==> config.mk <==
export PLATFORM = sky130hd
export DESIGN_NAME = regfile_mp
export DESIGN_NICKNAME = d
export VERILOG_FILES = /design/src/rtl/regfile_mp.sv
export SDC_FILE = /design/constraint.sdc
export NUM_CORES = 2
export LEC_CHECK = 0
export CORE_ASPECT_RATIO = 2
export CORE_MARGIN = 3
export CORE_UTILIZATION = 50
export DETAILED_ROUTE_END_ITERATION = 8
export MAX_ROUTING_LAYER = met4
export PLACE_DENSITY = 0.66
export SLEW_MARGIN = 0
export SYNTH_ARGS = -nofsm -noshare
export SYNTH_HDL_FRONTEND = slang
export SYNTH_SLANG_ARGS = --single-unit
==> constraint.sdc <==
create_clock -name iClk -period 3.1 [get_ports iClk]
set_input_delay 0.465 -clock iClk [delete_from_list [all_inputs] [get_ports iClk]]
set_output_delay 0.465 -clock iClk [all_outputs]
set_load 0.02 [all_outputs]
==> src/rtl/regfile_mp.sv <==
// Multi-read-port register file with busy scoreboard and hard-wired zero at x0.
// Optional same-cycle write-to-read bypass enabled by defining REGFILE_BYPASS_EN.
module regfile_mp #(
  parameter int XLEN = 32,
  parameter int NREG = 32,
  parameter int NRD  = 2,
  localparam int AW  = $clog2(NREG)
) (
  input  logic                iClk,
  input  logic                iRstN,
  input  logic                iWriteEn,
  input  logic [AW-1:0]       iRdAddr,
  input  logic [XLEN-1:0]     iWriteData,
  input  logic                iIssueEn,
  input  logic [AW-1:0]       iIssueRd,
  input  logic [NRD-1:0]      iReadEn,
  input  logic [NRD*AW-1:0]   iRsAddr,
  output logic [NRD*XLEN-1:0] oRsData,
  output logic [NRD-1:0]      oRsBusy,
  output logic [NREG-1:0]     oBusyVec
);

  logic [XLEN-1:0] regs_reg [NREG];
  logic [NREG-1:0] busy_reg;
  logic [NREG-1:0] busy_next;
  logic            wr_valid;
  logic            iss_valid;

  // Anything aimed at x0 is discarded before it reaches state.
  assign wr_valid  = iWriteEn && (iRdAddr != '0);
  assign iss_valid = iIssueEn && (iIssueRd != '0);

  always_ff @(posedge iClk or negedge iRstN) begin
    if (!iRstN) begin
      for (int i = 0; i < NREG; i++) begin
        regs_reg[i] <= '0;
      end
    end else if (wr_valid) begin
      regs_reg[iRdAddr] <= iWriteData;
    end
  end

  // Clear first, then set, so a new producer supersedes a completing one.
  always_comb begin
    busy_next = busy_reg;
    if (wr_valid) begin
      busy_next[iRdAddr] = 1'b0;
    end
    if (iss_valid) begin
      busy_next[iIssueRd] = 1'b1;
    end
    busy_next[0] = 1'b0;
  end

  always_ff @(posedge iClk or negedge iRstN) begin
    if (!iRstN) begin
      busy_reg <= '0;
    end else begin
      busy_reg <= busy_next;
    end
  end

  assign oBusyVec = iRstN ? busy_reg : '0;

  genvar gi;
  generate
    for (gi = 0; gi < NRD; gi++) begin : g_rd
      logic [AW-1:0]   rd_addr;
      logic            rd_hit;
      logic [XLEN-1:0] rd_data;
      logic            rd_busy;

      assign rd_addr = iRsAddr[gi*AW +: AW];
      assign rd_hit  = iRstN && iReadEn[gi] && (rd_addr != '0);

`ifdef REGFILE_BYPASS_EN
      logic byp_hit;
      assign byp_hit = wr_valid && (iRdAddr == rd_addr);

      // Forwarded data is final; only a same-cycle reissue keeps it busy.
      always_comb begin
        rd_data = '0;
        rd_busy = 1'b0;
        if (rd_hit) begin
          if (byp_hit) begin
            rd_data = iWriteData;
            rd_busy = iss_valid && (iIssueRd == rd_addr);
          end else begin
            rd_data = regs_reg[rd_addr];
            rd_busy = busy_reg[rd_addr];
          end
        end
      end
`else
      always_comb begin
        rd_data = '0;
        rd_busy = 1'b0;
        if (rd_hit) begin
          rd_data = regs_reg[rd_addr];
          rd_busy = busy_reg[rd_addr];
        end
      end
`endif

      assign oRsData[gi*XLEN +: XLEN] = rd_data;
      assign oRsBusy[gi]              = rd_busy;
    end
  endgenerate

endmodule

* Yosys cells after proc, flatten, opt, wreduce, memory -nomap -nowiden *
Index checks and enable logic that the tools add are counted.

storage, ports and cells
  flip-flop bits (word level) = 1,055
  input bits = 58
  output and inout bits = 98
  word-level logic and storage cells = 86

operators by class
  order comparisons = 10
  multiplexer cells = 24
  bitwise logic cells = 6
  reduce and logical (&&, ||, !) cells = 13

operators with widths
  kind                  count
  $bwmux W1024          1
  $bmux W32 S5          2
  $mux W32              10
  $demux W32 S5         1
  $and A32 B32 Y32      1
  $not A32 Y32          1
  $or A32 B32 Y32       1
  $lt A5 B6 Y1 const B  4
  $reduce_bool A5 Y1    4
  $ge A6 B6 Y1 const B  3
  $not A5 Y6            3
  $bmux W1 S5           2
  $demux W1 S5          2
  $ge A5 B1 Y1 const B  2
  $logic_and A1 B1 Y1   9
  $lt A6 B1 Y1 const B  1
  $mux W1               6

* Depth between registers and ports, before layout *
  depth after elaboration = 9
  mapped depth = 9
  depth with buffers taken out = 4

* Least setup slack after synthesis *
Ideal clock, no wire load.

  kind = input port to output port
  start point = input iRsAddr[5]
  end point = output oRsData[59]
  data arrival time = 2.110 ns
  data required time = 2.635 ns
  path slack = 0.525 ns
  cell stages on the path = 7
  buffers on the path = 3
  cell sequence = buf_4 > buf_6 > buf_2 > mux4_2 > mux2_2 > nand2_1 > a32oi_1

between the ends
  word-level cells in the longest chain between the ends = 5
  elaborated cells between the ends (all ways) = 7
  classes of those cells = mux: 4; bitwise: 1; reduce/logical: 2

RTL lines
  element                                       line  RTL
  start, declared                               17    input logic [NRD*AW-1:0] iRsAddr,
  $not A5 Y6 (implied by the code)              99    rd_data = regs_reg[rd_addr];
  $bmux W32 S5                                  99
  $mux W32 (implied by the code) (2 in series)  99
  $mux W32 (*)                                  98    if (rd_hit) begin
  end, declared                                 18    output logic [NRD*XLEN-1:0] oRsData,

Mark *: on every way between the ends. The rest lies on a longest branch, timed or not. The select of a mux whose other input is x is not followed.

* Final worst setup path *
  start point = register regs_reg[862] in the netlist's numbering
  end point = output oRsData[62]

between the ends
  word-level cells in the longest chain between the ends = 4

RTL lines
  element                                       line  RTL
  start, declared                               23    logic [XLEN-1:0] regs_reg [NREG];
  start signal, assigned by index               39    regs_reg[iRdAddr] <= iWriteData;
  $bmux W32 S5                                  99
  $mux W32 (implied by the code) (2 in series)  99
  $mux W32                                      98

No other way between the ends. The select of a mux whose other input is x is not followed.

==> results_dict.tcl <==
set metrics [dict create \
    setup_slack_ns -0.0670 \
    p_leak_nw 30.0 \
    yosysMostFrequentCell "dfrtp_1" \
    criticalPathCategory "register to output pin" \
    synth_fp_nets 4271 \
    numCtsBuffers 95 \
    vias 40200 \
    design.core.area_um2 114000 \
    relSlewSlack_pct 23.1 \
    worstPathMaxFanout 3 \
    place_ws_ns -0.310 \
    grt-ovfl-total 0 \
    yosysTopAreaCell "dfrtp_1" \
    worstMarginPinSlew_ns 1.15 \
    yosys.area.top_type_share_pct 46.1 \
    grt_max_degree 187 \
    cts_tree "built" \
    yosys_warnings 0 \
    slew_viol_final 0 \
    fin_crit_sh_pct 102 \
    outcome "finished, violations left" \
    avgViaCountPerCell 6.71 \
    required_ns 2.63 \
    area_growth_pct 16.8 \
    setup_viol 2 \
    synth_edf_count 0 \
    ys_top_cells_by_count "dfrtp_1, mux2_2, mux2i_1" \
    cap_violations 0 \
    skew_ns 0 \
    final_layout_size_suffix_gt1_share_pct 43.5 \
    die_x_um 245 \
    drt_first_pass_iters 5 \
    routed_wl_um 200000 \
    finalHoldViolCount 0 \
    drt_iter0_drc 3631 \
    violations "negative setup slack" \
    drc_errors 0 \
    max_freq_mhz 316 \
    hpwl_um 129000 \
    synth_area_leaders "dfrtp_1, mux2_2, mux4_2" \
    ff2ff_path_depth 1 \
    grt_pass1_wl_um 290000 \
    clock-sinks 1055 \
    synth_cell_types 50 \
    synthCells 4213 \
    startpoint "regs_reg[862]" \
    start_util_pct 50.4 \
    gp_congestion 0.901 \
    fill_cells 9080 \
    synth_flop_cell "dfrtp_1" \
    rr_startpoint "regs_reg[434]" \
    ios 156 \
    min_path_type "input pin to async pin" \
    synthArstFlopShare_pct 100 \
    path_clk_slew_ns 0.07 \
    grt_setup_unrepaired "true" \
    wl_per_cell_um 33.3 \
    ant_nets 0 \
    p_per_area_nw_per_um2 605 \
    ys_seq_area_share_pct 46.1 \
    ys_ff_latch 1055 \
    vdd_ir_drop_max_mv 0.451 \
    r2r_setup_slack_ns 2.22 \
    r2r_end "regs_reg[434]" \
    fin_crit_ns 3.17 \
    rows 175 \
    arrival_ns 2.70 \
    clockBufferDepth 3 \
    cp-start-kind "register" \
    finalSetupTns_ns -0.0677 \
    crit_path_end_kind "output pin" \
    synth_area_um2 57300 \
    antenna_found_initial 14 \
    grt_pass1_vias 42100 \
    h-tree-depth 3 \
    clockRootBuffer "clkbuf_16" \
    syn_avg_cell_area_um2 13.6 \
    grtUsageTotal_pct 34.6 \
    nNetsFinal 4452 \
    die_h_um 485 \
    io_buffer_count 154 \
    largest_reg_flops 1024 \
    insertion_delay_ns 0.71 \
    die_area_um2 119000 \
]
power breakdown:
part	total, W	switching, W	internal (W)
clock	0.0131	0.00561	0.00748
sequential	0.0185	0.00210	0.0164
combinational	0.00890	0.00380	0.00510
cell families after synthesis:
kind of cell           count (synthesis)  synth area share, %
flip-flops                          1055                 46.1
AND/OR/NAND/NOR                      369                 3.03
buffers and inverters                483                 3.86
other                                  1              0.00655
multiplexers                        1879                 41.9
AO/OA/AOI/OAI                        426                 5.15
worst max-delay path, cell delays in order, from the launching register on:
cell and delay, ns:
dfrtp_1 0.42, mux4_2 0.49, mux4_2 0.54, a211o_1 0.38, buf_6 0.17
through the flow:
stage / std cells / utilization, % / hold slack (ns) / power, W / cell area [um2]
6_report: 5989 / 58.9 / 0.0857 / 0.0405 / 66900
4_1_cts: 5972 / 58.7 / 0.0663 / 0.0405 / 66700
3_5_place_dp: 5778 / 55.4 / 0.386 / 0.0274 / 63000
5_1_grt: 5988 / 58.9 / 0.102 / 0.0420 / 66900
2_1_floorplan: 4213 / - / 0.169 / 0.0242 / 57300
3_3_place_gp: 5778 / 55.4 / 0.382 / 0.0271 / 63000
per-layer routing:
| metal | routed length (um) | global-route usage [%] | part of all wire (%) | up-vias |
|---|---|---|---|---|
| met5 | 0 | - | 0 | - |
| met4 | 13400 | 19.2 | 6.7 | 0 |
| met3 | 13500 | 5.79 | 6.8 | 615 |
| met2 | 98400 | 56.0 | 49 | 1853 |
| met1 | 74300 | 41.1 | 37 | 21500 |
| li1 | - | - | - | 16300 |
final cells by class:
class	instances	area, um2	share of cell area [%]
Inverter	15	56.3	0.0841
Multi-Input combinational cell	2675	29100	43.4
Clock buffer	136	2800	4.18
Sequential cell	1055	26400	39.5
Antenna cell	9	22.5	0.0337
Timing Repair Buffer	552	6090	9.09
Clock inverter	43	608	0.909
Tap cell	1504	1880	2.81
worst max-delay path by stage:
stage,endpoint,cells after the start
2_1_floorplan,oRsData[59],7
3_3_place_gp,oRsData[7],9
3_5_place_dp,oRsData[7],9
4_1_cts,oRsData[62],4
5_1_grt,oRsData[62],4
6_report,oRsData[62],4
cell usage in the layout, fill, tap and decap left out, types with 6 or more instances in the layout:
cell / Yosys / final
inv_1: 15 / 15
nand2_1: 189 / 174
a22oi_2: 0 / 6
a221oi_1: 27 / 25
a32oi_2: 0 / 6
buf_4: 38 / 296
clkbuf_16: 0 / 101
mux4_2: 303 / 303
and2_1: 35 / 33
buf_12: 0 / 111
a32oi_1: 55 / 48
and3_1: 8 / 7
clkbuf_8: 0 / 18
bufinv_16: 0 / 14
mux2_2: 972 / 971
a22o_1: 9 / 9
nor2b_1: 18 / 9
mux2_1: 142 / 142
buf_16: 0 / 8
dfrtp_1: 1055 / 1054
a31oi_1: 42 / 41
clkinv_2: 0 / 19
clkbuf_1: 232 / 20
diode_2: 0 / 9
dlygate4sd2_1: 0 / 33
o21ai_1: 27 / 27
nor2_4: 0 / 9
a21oi_1: 97 / 92
nand2_2: 0 / 15
buf_6: 8 / 6
o22ai_1: 13 / 13
a22oi_1: 137 / 131
nor2_1: 22 / 11
clkdlybuf4s50_1: 0 / 77
nand3_1: 67 / 64
mux2i_1: 462 / 462
timing repair:
item / CTS / global route
setup endpoints to repair: 56 / 19
gates cloned: 4 / 1
pin swaps: 1 / 3
gates resized for setup: 81 / 28
setup buffers: 9 / 7
hold buffers: 2 / 0
endpoints found under the hold margin: 92 / 0
No activity file was read; power rests on OpenSTA's default activity.
